### config.mk
export PLATFORM = sky130hd
export DESIGN_NAME = mc_ctrl_hs
export DESIGN_NICKNAME = d
export VERILOG_FILES = /design/src/rtl/mc_ctrl_pkg.sv /design/src/rtl/mc_ctrl_dec.sv /design/src/rtl/mc_ctrl_hs.sv
export SDC_FILE = /design/constraint.sdc
export NUM_CORES = 1
export LEC_CHECK = 0
export ABC_AREA = 0
export CORE_ASPECT_RATIO = 1.75
export CORE_MARGIN = 2
export CORE_UTILIZATION = 45
export CTS_CLUSTER_DIAMETER = 60
export DETAILED_ROUTE_END_ITERATION = 10
export PLACE_DENSITY_LB_ADDON = 0.25
export RECOVER_POWER = 50
export SYNTH_ARGS = -nofsm -noshare
export SYNTH_HDL_FRONTEND = slang
export SYNTH_SLANG_ARGS = --single-unit
### constraint.sdc
create_clock -name clk -period 3.6 [get_ports clk]
set_input_delay 0.72 -clock clk [delete_from_list [all_inputs] [get_ports clk]]
set_output_delay 0.72 -clock clk [all_outputs]
set_load 0.01 [all_outputs]
### src/rtl/mc_ctrl_pkg.sv
// Shared constants for the multicycle MIPS-lite control FSM:
// opcode/funct values, state encodings, mux-select encodings and
// the one-hot instruction flag struct produced by the decoder.
package mc_ctrl_pkg;

    // Primary opcodes (IR[31:26])
    localparam logic [5:0] OP_RTYPE = 6'b000000;
    localparam logic [5:0] OP_J     = 6'b000010;
    localparam logic [5:0] OP_JAL   = 6'b000011;
    localparam logic [5:0] OP_BEQ   = 6'b000100;
    localparam logic [5:0] OP_ADDI  = 6'b001000;
    localparam logic [5:0] OP_ADDIU = 6'b001001;
    localparam logic [5:0] OP_ORI   = 6'b001101;
    localparam logic [5:0] OP_LUI   = 6'b001111;
    localparam logic [5:0] OP_LB    = 6'b100000;
    localparam logic [5:0] OP_LW    = 6'b100011;
    localparam logic [5:0] OP_SB    = 6'b101000;
    localparam logic [5:0] OP_SW    = 6'b101011;

    // R-type function codes (IR[5:0])
    localparam logic [5:0] FN_JR    = 6'b001000;
    localparam logic [5:0] FN_ADDU  = 6'b100001;
    localparam logic [5:0] FN_SUBU  = 6'b100011;
    localparam logic [5:0] FN_SLT   = 6'b101010;

    // FSM states; IDLE sits apart so a reset state is easy to spot on state_o
    typedef enum logic [2:0] {
        ST_FETCH = 3'd0,
        ST_DCD   = 3'd1,
        ST_EXE   = 3'd2,
        ST_MA    = 3'd3,
        ST_WB    = 3'd4,
        ST_IDLE  = 3'd7
    } state_e;

    // ALUop
    localparam logic [1:0] ALU_ADD = 2'b00;
    localparam logic [1:0] ALU_SUB = 2'b01;
    localparam logic [1:0] ALU_OR  = 2'b10;
    localparam logic [1:0] ALU_SLT = 2'b11;

    // ExtOp
    localparam logic [1:0] EXT_ZERO = 2'b00;
    localparam logic [1:0] EXT_SIGN = 2'b01;
    localparam logic [1:0] EXT_LUI  = 2'b10;

    // NPCop
    localparam logic [1:0] NPC_PC4 = 2'b00;
    localparam logic [1:0] NPC_BEQ = 2'b01;
    localparam logic [1:0] NPC_J   = 2'b10;
    localparam logic [1:0] NPC_JR  = 2'b11;

    // M2Rsel
    localparam logic [1:0] M2R_ALU  = 2'b00;
    localparam logic [1:0] M2R_DM   = 2'b01;
    localparam logic [1:0] M2R_LINK = 2'b10;
    localparam logic [1:0] M2R_ONE  = 2'b11;

    // GPRsel
    localparam logic [1:0] GPR_RD  = 2'b00;
    localparam logic [1:0] GPR_RT  = 2'b01;
    localparam logic [1:0] GPR_31  = 2'b10;
    localparam logic [1:0] GPR_30  = 2'b11;

    // One-hot instruction flags; at most one bit set for a legal instruction
    typedef struct packed {
        logic addu;
        logic subu;
        logic slt;
        logic jr;
        logic ori;
        logic lw;
        logic lb;
        logic sw;
        logic sb;
        logic lui;
        logic addi;
        logic addiu;
        logic beq;
        logic j;
        logic jal;
    } instr_t;

endpackage

### src/rtl/mc_ctrl_dec.sv
// Pure combinational instruction decoder: op/funct -> one-hot
// instruction flags, plus an illegal flag for anything unrecognised.
module mc_ctrl_dec
    import mc_ctrl_pkg::*;
(
    input  logic [5:0] op,
    input  logic [5:0] funct,
    output instr_t     ins,
    output logic       illegal
);

    // Decode the opcode, falling through to funct for R-type
    always_comb begin
        ins     = '0;
        illegal = 1'b0;
        case (op)
            OP_RTYPE: begin
                case (funct)
                    FN_ADDU: ins.addu = 1'b1;
                    FN_SUBU: ins.subu = 1'b1;
                    FN_SLT:  ins.slt  = 1'b1;
                    FN_JR:   ins.jr   = 1'b1;
                    default: illegal  = 1'b1;
                endcase
            end
            OP_J:     ins.j     = 1'b1;
            OP_JAL:   ins.jal   = 1'b1;
            OP_BEQ:   ins.beq   = 1'b1;
            OP_ADDI:  ins.addi  = 1'b1;
            OP_ADDIU: ins.addiu = 1'b1;
            OP_ORI:   ins.ori   = 1'b1;
            OP_LUI:   ins.lui   = 1'b1;
            OP_LB:    ins.lb    = 1'b1;
            OP_LW:    ins.lw    = 1'b1;
            OP_SB:    ins.sb    = 1'b1;
            OP_SW:    ins.sw    = 1'b1;
            default:  illegal   = 1'b1;
        endcase
    end

endmodule

### src/rtl/mc_ctrl_hs.sv
// Multicycle MIPS-lite control FSM with req/ack memory handshakes.
// Handshake: a req is held high while waiting; an ack seen in a cycle
// where req is high completes the access in that same cycle (an ack in
// the very first req cycle is fine); an ack while req is low is ignored.
// A req that sees no ack for ACK_TIMEOUT cycles times out (0 = never).
// Optional feature: define RETIRE_CNT_EN to add the `retired` counter.
module mc_ctrl_hs
    import mc_ctrl_pkg::*;
#(
    parameter int ACK_TIMEOUT = 16,
    parameter int TO_W        = 5
`ifdef RETIRE_CNT_EN
    ,
    parameter int CNT_W       = 32
`endif
) (
    input  logic       clk,
    input  logic       rst,
    input  logic [5:0] op,
    input  logic [5:0] funct,
    input  logic       zero,
    input  logic       overflow,
    output logic       imem_req,
    input  logic       imem_ack,
    output logic       dmem_req,
    input  logic       dmem_ack,
    output logic       PCWr,
    output logic       IRWr,
    output logic       DMWr,
    output logic       GPRWr,
    output logic       ALUsrc,
    output logic       ALUsign,
    output logic       byteOp,
    output logic [1:0] ALUop,
    output logic [1:0] ExtOp,
    output logic [1:0] NPCop,
    output logic [1:0] M2Rsel,
    output logic [1:0] GPRsel,
    output logic [2:0] state_o,
    output logic       illegal,
    output logic       bus_err
`ifdef RETIRE_CNT_EN
    ,
    output logic [CNT_W-1:0] retired
`endif
);

    state_e          state_q, state_d;
    logic [TO_W-1:0] cnt_q, cnt_d;
    logic            ovf_q, ovf_d;
    logic            bus_err_q, bus_err_d;
    logic            drop_q, drop_d;

    instr_t ins;
    logic   dec_illegal;

    logic in_wait;
    logic ack_sel;
    logic req_ack;
    logic timeout;

    mc_ctrl_dec u_dec (
        .op      (op),
        .funct   (funct),
        .ins     (ins),
        .illegal (dec_illegal)
    );

    // Handshake bookkeeping: which req is live, whether it completed or expired
    always_comb begin
        in_wait = ((state_q == ST_FETCH) && !drop_q) || (state_q == ST_MA);
        ack_sel = (state_q == ST_FETCH) ? imem_ack : dmem_ack;
        req_ack = in_wait && ack_sel;
        timeout = (ACK_TIMEOUT != 0) && in_wait && !ack_sel &&
                  (cnt_q == TO_W'(ACK_TIMEOUT - 1));
        // Count only while a req waits; any exit, ack or expiry restarts at 0
        if (in_wait && !ack_sel && !timeout) cnt_d = cnt_q + TO_W'(1);
        else                                 cnt_d = '0;
        // After a fetch timeout, req drops for exactly one cycle before retry
        drop_d = (state_q == ST_FETCH) && timeout;
    end

    // Next-state, overflow latch and sticky bus error
    always_comb begin
        state_d   = state_q;
        ovf_d     = ovf_q;
        bus_err_d = bus_err_q;
        case (state_q)
            ST_IDLE:  state_d = ST_FETCH;
            ST_FETCH: if (req_ack) state_d = ST_DCD;
            ST_DCD: begin
                if (dec_illegal)  state_d = ST_FETCH;
                else if (ins.jal) state_d = ST_WB;
                else              state_d = ST_EXE;
            end
            ST_EXE: begin
                ovf_d = ins.addi & overflow;
                if (ins.beq | ins.j | ins.jr)              state_d = ST_FETCH;
                else if (ins.lw | ins.lb | ins.sw | ins.sb) state_d = ST_MA;
                else                                        state_d = ST_WB;
            end
            ST_MA: begin
                if (req_ack) begin
                    state_d = (ins.lw | ins.lb) ? ST_WB : ST_FETCH;
                end else if (timeout) begin
                    bus_err_d = 1'b1;
                    state_d   = ST_FETCH;
                end
            end
            ST_WB: begin
                ovf_d   = 1'b0;
                state_d = ST_FETCH;
            end
            default:  state_d = ST_IDLE;
        endcase
    end

    // FSM state and control registers
    always_ff @(posedge clk or negedge rst) begin
        if (!rst) begin
            state_q   <= ST_IDLE;
            cnt_q     <= '0;
            ovf_q     <= 1'b0;
            bus_err_q <= 1'b0;
            drop_q    <= 1'b0;
        end else begin
            state_q   <= state_d;
            cnt_q     <= cnt_d;
            ovf_q     <= ovf_d;
            bus_err_q <= bus_err_d;
            drop_q    <= drop_d;
        end
    end

    // Output decoder; every output defaults to 0 so nothing latches
    always_comb begin
        imem_req = 1'b0;
        dmem_req = 1'b0;
        PCWr     = 1'b0;
        IRWr     = 1'b0;
        DMWr     = 1'b0;
        GPRWr    = 1'b0;
        ALUsrc   = 1'b0;
        ALUsign  = 1'b0;
        byteOp   = 1'b0;
        ALUop    = ALU_ADD;
        ExtOp    = EXT_ZERO;
        NPCop    = NPC_PC4;
        M2Rsel   = M2R_ALU;
        GPRsel   = GPR_RD;
        illegal  = 1'b0;
        case (state_q)
            ST_FETCH: begin
                imem_req = !drop_q;
                if (req_ack) begin
                    PCWr = 1'b1;
                    IRWr = 1'b1;
                end
            end
            ST_DCD: begin
                ExtOp   = {ins.lui, ins.lw | ins.lb | ins.sw | ins.sb | ins.addi};
                illegal = dec_illegal;
            end
            ST_EXE: begin
                ALUsrc  = ins.ori | ins.lw | ins.lb | ins.sw | ins.sb |
                          ins.lui | ins.addi | ins.addiu;
                ALUop   = {ins.ori | ins.slt, ins.subu | ins.beq | ins.slt};
                ALUsign = ins.addi | ins.slt;
                if (ins.beq)     NPCop = NPC_BEQ;
                else if (ins.j)  NPCop = NPC_J;
                else if (ins.jr) NPCop = NPC_JR;
                PCWr    = ins.j | ins.jr | (ins.beq & zero);
            end
            ST_MA: begin
                dmem_req = 1'b1;
                byteOp   = ins.lb | ins.sb;
                DMWr     = (ins.sw | ins.sb) & req_ack;
            end
            ST_WB: begin
                GPRWr = ins.addu | ins.subu | ins.slt | ins.ori | ins.addi |
                        ins.addiu | ins.lw | ins.lb | ins.lui | ins.jal;
                if (ins.lw | ins.lb) M2Rsel = M2R_DM;
                else if (ins.jal)    M2Rsel = M2R_LINK;
                else if (ovf_q)      M2Rsel = M2R_ONE;
                if (ins.jal)         GPRsel = GPR_31;
                else if (ovf_q)      GPRsel = GPR_30;
                else if (ins.ori | ins.addi | ins.addiu | ins.lui | ins.lw | ins.lb)
                                     GPRsel = GPR_RT;
                if (ins.jal) begin
                    PCWr  = 1'b1;
                    NPCop = NPC_J;
                end
            end
            default: ;
        endcase
    end

    assign state_o = state_q;
    assign bus_err = bus_err_q;

`ifdef RETIRE_CNT_EN
    logic [CNT_W-1:0] retired_q, retired_d;
    logic             retire_ev;

    // A retirement is a normal return to FETCH from EXE, MA or WB
    always_comb begin
        retire_ev = (state_d == ST_FETCH) &&
                    ((state_q == ST_EXE) || (state_q == ST_WB) ||
                     ((state_q == ST_MA) && req_ack));
        retired_d = retire_ev ? retired_q + CNT_W'(1) : retired_q;
    end

    // Retired-instruction counter, wraps naturally
    always_ff @(posedge clk or negedge rst) begin
        if (!rst) retired_q <= '0;
        else      retired_q <= retired_d;
    end

    assign retired = retired_q;
`endif

endmodule

* Word level (Yosys, flattened, before mapping)
Index checks and enable logic that the tools add are counted. Widths: inputs -> output; s select.
Storage, ports and cells: flip-flop bits (word level) 11, input bits 18, output and inout bits 24, word-level logic and storage cells 143
Cells by class: add/subtract/negate cells 1, equal/unequal tests 23, muxes and demuxes 57, bitwise gates (word level) 39, reduce and logical (&&, ||, !) cells 18
Operators by type and width (number):
- $eq 6x6->1 const B | 7
- $or 1x1->1 | 35
- $eq 6x4->1 const B | 5
- $mux 1 | 29
- $mux 2 | 13
- $mux 3 | 8
- $pmux 3 s5 | 1
- $eq 6x2->1 const B | 2
- $reduce_or 11->1 | 1
- $eq 3x2->1 const B | 2
- $eq 3x3->1 const B | 2
- $eq 6x3->1 const B | 1
- $logic_and 1x1->1 | 6
- $logic_not 6->1 | 1
- $add 5x1->5 const B | 1
- $eq 5x4->1 const B | 1
- $mux 5 | 1
- $mux 4 | 1
- $pmux 1 s2 | 2
- $pmux 2 s2 | 1
- $reduce_or 4->1 | 1
- $and 1x1->1 | 3
- $eq 3x1->1 const B | 1
- $logic_not 1->1 | 3
- other kinds (10) | 10

* Longest topological paths before layout
word-level depth 13, gate-level depth with buffers 8, mapped depth without buffers 8

* Cells and area by module
From an unflattened synthesis, not the netlist that was laid out.
Unflattened totals: cell total of the unflattened synthesis 147, area, all modules 1094.8 sq um
Modules (own cells, without submodules):
- mc_ctrl_hs | times used 1, cells an instance 102, area each 808.3 sq um
- mc_ctrl_dec | times used 1, cells an instance 45, area each 286.5 sq um

* Worst setup path after synthesis
OpenSTA, ideal clock, no wires.
path type input to output, start point input op[3], end point output M2Rsel[1], arrival 2.241 ns, setup slack 0.639 ns, cell stages on the path 6, path buffers 2, cell sequence clkbuf_1 or2_1 clkbuf_1 or3_1 a21oi_1 nor2b_1
Between the ends: longest elaborated chain between the ends 5, elaborated cells between the ends (all ways) 10, classes of those cells 3 x eq/ne; 6 x mux; 1 x bitwise
Ends and longest elaborated chain:
- from (decl) | line mc_ctrl_hs.sv:19 | input logic [5:0] op,
- $eq 6x2->1 / $eq 6x6->1 (equally long branches) | line mc_ctrl_dec.sv:16 | case (op)
- $mux 1 | line mc_ctrl_dec.sv:16
- $mux 2 / $or 1x1->1 (equally long branches) | line mc_ctrl_hs.sv:183, mc_ctrl_hs.sv:182
- $mux 2 (*) | line mc_ctrl_hs.sv:182 | if (ins.lw | ins.lb) M2Rsel = M2R_DM;
- $mux 2 (*) | line mc_ctrl_hs.sv:152 | case (state_q)
- to (decl) | line mc_ctrl_hs.sv:37 | output logic [1:0] M2Rsel,
Every way passes the cells marked *; elsewhere a longest branch is shown, timed or not.

* Worst setup path after layout
start point input op[5], end point output NPCop[0]
Between the ends: longest elaborated chain between the ends 6, elaborated cells between the ends (all ways) 10, classes of those cells 2 x eq/ne; 7 x mux; 1 x reduce/logical
Ends and longest elaborated chain:
- $logic_not 6->1 | line mc_ctrl_dec.sv:16
- $mux 4 | line mc_ctrl_dec.sv:16
- $mux 2 | line mc_ctrl_hs.sv:171 | else if (ins.jr) NPCop = NPC_JR;
- $mux 2 | line mc_ctrl_hs.sv:170 | else if (ins.j) NPCop = NPC_J;
- $mux 2 (*) | line mc_ctrl_hs.sv:169 | if (ins.beq) NPCop = NPC_BEQ;
- $pmux 2 s2 (*) | line mc_ctrl_hs.sv:152
- to (decl) | line mc_ctrl_hs.sv:36 | output logic [1:0] NPCop,
Marked as above.

==> flow_summary_export.csv <==
group,metric,value,unit
run_status,status,"complete, but fails checks",
run_status,violations,"negative setup slack",
critical_path,critPathKind,"in2out",
clocking,insertion_delay,240,ps
sta,period_needed,3620,ps
yosys,ys.warnings.count,0,
routing,drtIter0Drc,28,
yosys,netlist.area_leader.share,19.0,%
sta,slew_violations,0,
clocking,htreeDepth,1,
clocking,cts-root-buf,"clkbuf_8",
final_layout,drive_above_1_share,19.0,%
routing,routed_wl,3350,µm
routing,dr.pass1.iters,4,
clocking,postCtsHoldBufs,0,
final_layout,final_common_cell,"clkdlybuf4s50_1",
yosys,synth_compound_area_share,24.6,%
yosys,synth.avg_cell_area,7.37,µm²
yosys,synth_flop_cell,"dfrtp_1",
yosys,synth_edf_count,0,
clocking,cts_buffer_depth,2,
clocking,cts_tree,"built",
global_routing,grt_pass1_wl,4970,µm
sta,finalSetupTns,-20.2,ps
global_routing,grt_usage,26.5,%
hold_path,hold_path_class,"reg2reg",
critical_path,crit_path_max_incr_delay,620,ps
sta,slew_headroom,58.7,%
final_layout,n_antenna_cell,0,
sta,max_clock_freq,276,MHz
sta,worst_clock_skew,3.75,ps
critical_path,critPathSlowestCell,"clkdlybuf4s50_1",
global_routing,grt_max_degree,15,
floorplan,initial_core_util,46.9,%
yosys,synth-seq-cells,11,
final_layout,nets,216,
sta,fin_crit_sh,101,%
routing,via_per_inst,5.70,
critical_path,crit_path_start_kind,"primary input",
job,cap_violations,0,
yosys,synth_cells,143,
yosys,synth-simple-area-share,36.1,%
routing,route.vias.total,1253,
global_routing,first_global_vias,1221,
final_layout,syn2layout_area_growth,56.7,%
routing,post_drt_wl_per_cell,15.2,µm
yosys,syn_area,0.00105,mm²
critical_path,cp_common_cell,"clkdlybuf4s50_1",
yosys,synth_cell_types,47,
yosys,syn_nets,163,
floorplan,row_count,23,
place,place.gp.congestion,0.868,
yosys,synth_area_leaders,"dfrtp_1, dfstp_2, a21oi_1, nor2_1, nor2b_1",
routing,ant_nets,0,
sta,postLayoutSetupSlackWorst,-20.2,ps
clocking,clk_pin_slew,50,ps
floorplan,die_width,40.6,µm
floorplan,io_pins,42,
sta,finalSetupViolCount,1,
place,port_buffers,41,
critical_path,critPathCaptureType,"output pin",
routing,drcViolationCount,0,
final_layout,seqCellArea,279,µm²
yosys,ys_async_sr_fraction,100,%
floorplan,die_area,0.00276,mm²
final_layout,multi_input_area,736,µm²
clocking,cts_setup_buffers,0,
critical_path,cp.required,2880,ps
power,power_leakage,0.731,nW
floorplan,core_area,0.00224,mm²
final_layout,n_fill_cell,195,
place,dp_slack,-225,ps
critical_path,crit_fanout,3,
sta,tightest_slew,613,ps
yosys,synth-xor-area-share,3.33,%
place,hpwl,2610,µm
power,p_per_area,412,mW/mm²
floorplan,fp.dieH,68.0,µm
final_layout,layout_common_cells,"clkdlybuf4s50_1, nor2_1, buf_4",
clocking,clock-sinks,11,
sta,report.final.hold_viol_count,0,
yosys,synth_fa_ha_area_share,2.38,%
yosys,synthMuxAreaShare,0,%
global_routing,overflow,0,
power,irDropWorstVdd,0.280,mV
critical_path,path_cells,"clkdlybuf4s50_1, or4_4, buf_4, a2111oi_0, clkdlybuf4s50_1",
yosys,yosysTopAreaCell,"dfrtp_1",
global_routing,antenna_found_initial,0,
yosys,synth_top_family_by_area,"simple AND/OR/NAND/NOR gates",
yosys,yosysSeqAreaShare,26.5,%
critical_path,worstPathArrival,2900,ps
clocking,cts_buffers,3,
synth_stat cells (all sizes together), types with 2 or more instances:
master and instances:
a2111oi 2, a211oi 2, a21oi 13, a31oi 3, and3 3, clkbuf 7, dfrtp 8, dfstp 3
ha 2, inv 11, nand2 9, nand2b 3, nand3 7, nor2 17, nor2b 7, nor3 2
nor4 2, nor4b 3, o21ai 5, o22ai 2, or2 3, or2b 2, or3 3, or3b 3
xnor2 2, xor2 2
per-layer routing:
| metal | vias up | wire (µm) | track usage, % |
|---|---|---|---|
| met5 | - | 0 | 0 |
| met4 | 0 | 124 | 19.6 |
| met3 | 11 | 157 | 3.57 |
| met2 | 52 | 1860 | 48.6 |
| met1 | 573 | 1210 | 23.7 |
| li1 | 617 | - | - |
registers in the layout, indices dropped and copies added (netlist names):
register	cells
ovf_q	1
state_o	3
bus_err	1
drop_q	1
cnt_q	5
through the flow:
stage | utilization (%) | std cells | instance area [µm²] | total power, mW | hold slack (ps)
2_1_floorplan | - | 143 | 1050 | 0.399 | 424
3_3_place_gp | 70.1 | 216 | 1570 | 0.549 | 459
3_5_place_dp | 70.1 | 216 | 1570 | 0.557 | 458
4_1_cts | 72.9 | 220 | 1640 | 0.689 | 469
5_1_grt | 73.5 | 220 | 1650 | 0.727 | 481
6_report | 73.5 | 220 | 1650 | 0.680 | 459
kinds of logic after synthesis:
group,Yosys count
flops,11
fa+ha+maj,2
xor+xnor,4
compound gates,39
simple gates,68
buf+inv,19
path summary, 6_finish.rpt:
| check | from | to | slack, ps | depth (start not counted) |
|---|---|---|---|---|
| worst max-delay path | op[5] | NPCop[0] | -20 | 5 |
| worst min-delay path | bus_err | bus_err | 460 | 1 |
| worst max register to register | state_o[1] | state_o[1] | 1760 | 6 |
| worst min register to register | bus_err | bus_err | 460 | 1 |
| max in group asynchronous | rst | state_o[2] | 2360 | 1 |
| min in group asynchronous | rst | cnt_q[4] | 880 | 1 |
cell type report:
cell class | count | area share [%]
Inverter | 11 | 2.50
Tap cell | 25 | 1.90
Multi-Input combinational cell | 113 | 44.6
Timing Repair Buffer | 56 | 31.4
Clock buffer | 4 | 2.73
Sequential cell | 11 | 16.9
what timing repair did:
action | CTS | global route
pin swaps | 0 | 0
endpoints found under the setup margin | 9 | 7
resized for setup | 12 | 11
power breakdown:
group	leakage [nW]	switching [mW]	internal [mW]
Combinational	0.567	0.170	0.174
Sequential	0.141	0.0531	0.157
Clock	0.0228	0.0479	0.0778
worst max-delay path, delay by kind of cell:
family,cells,cell delay [ps]
buffers and inverters,3,1210
and+or+nand+nor,1,590
AOI/OAI and AO/OA,1,370
Note: power is estimated with default switching activity, not from simulation.
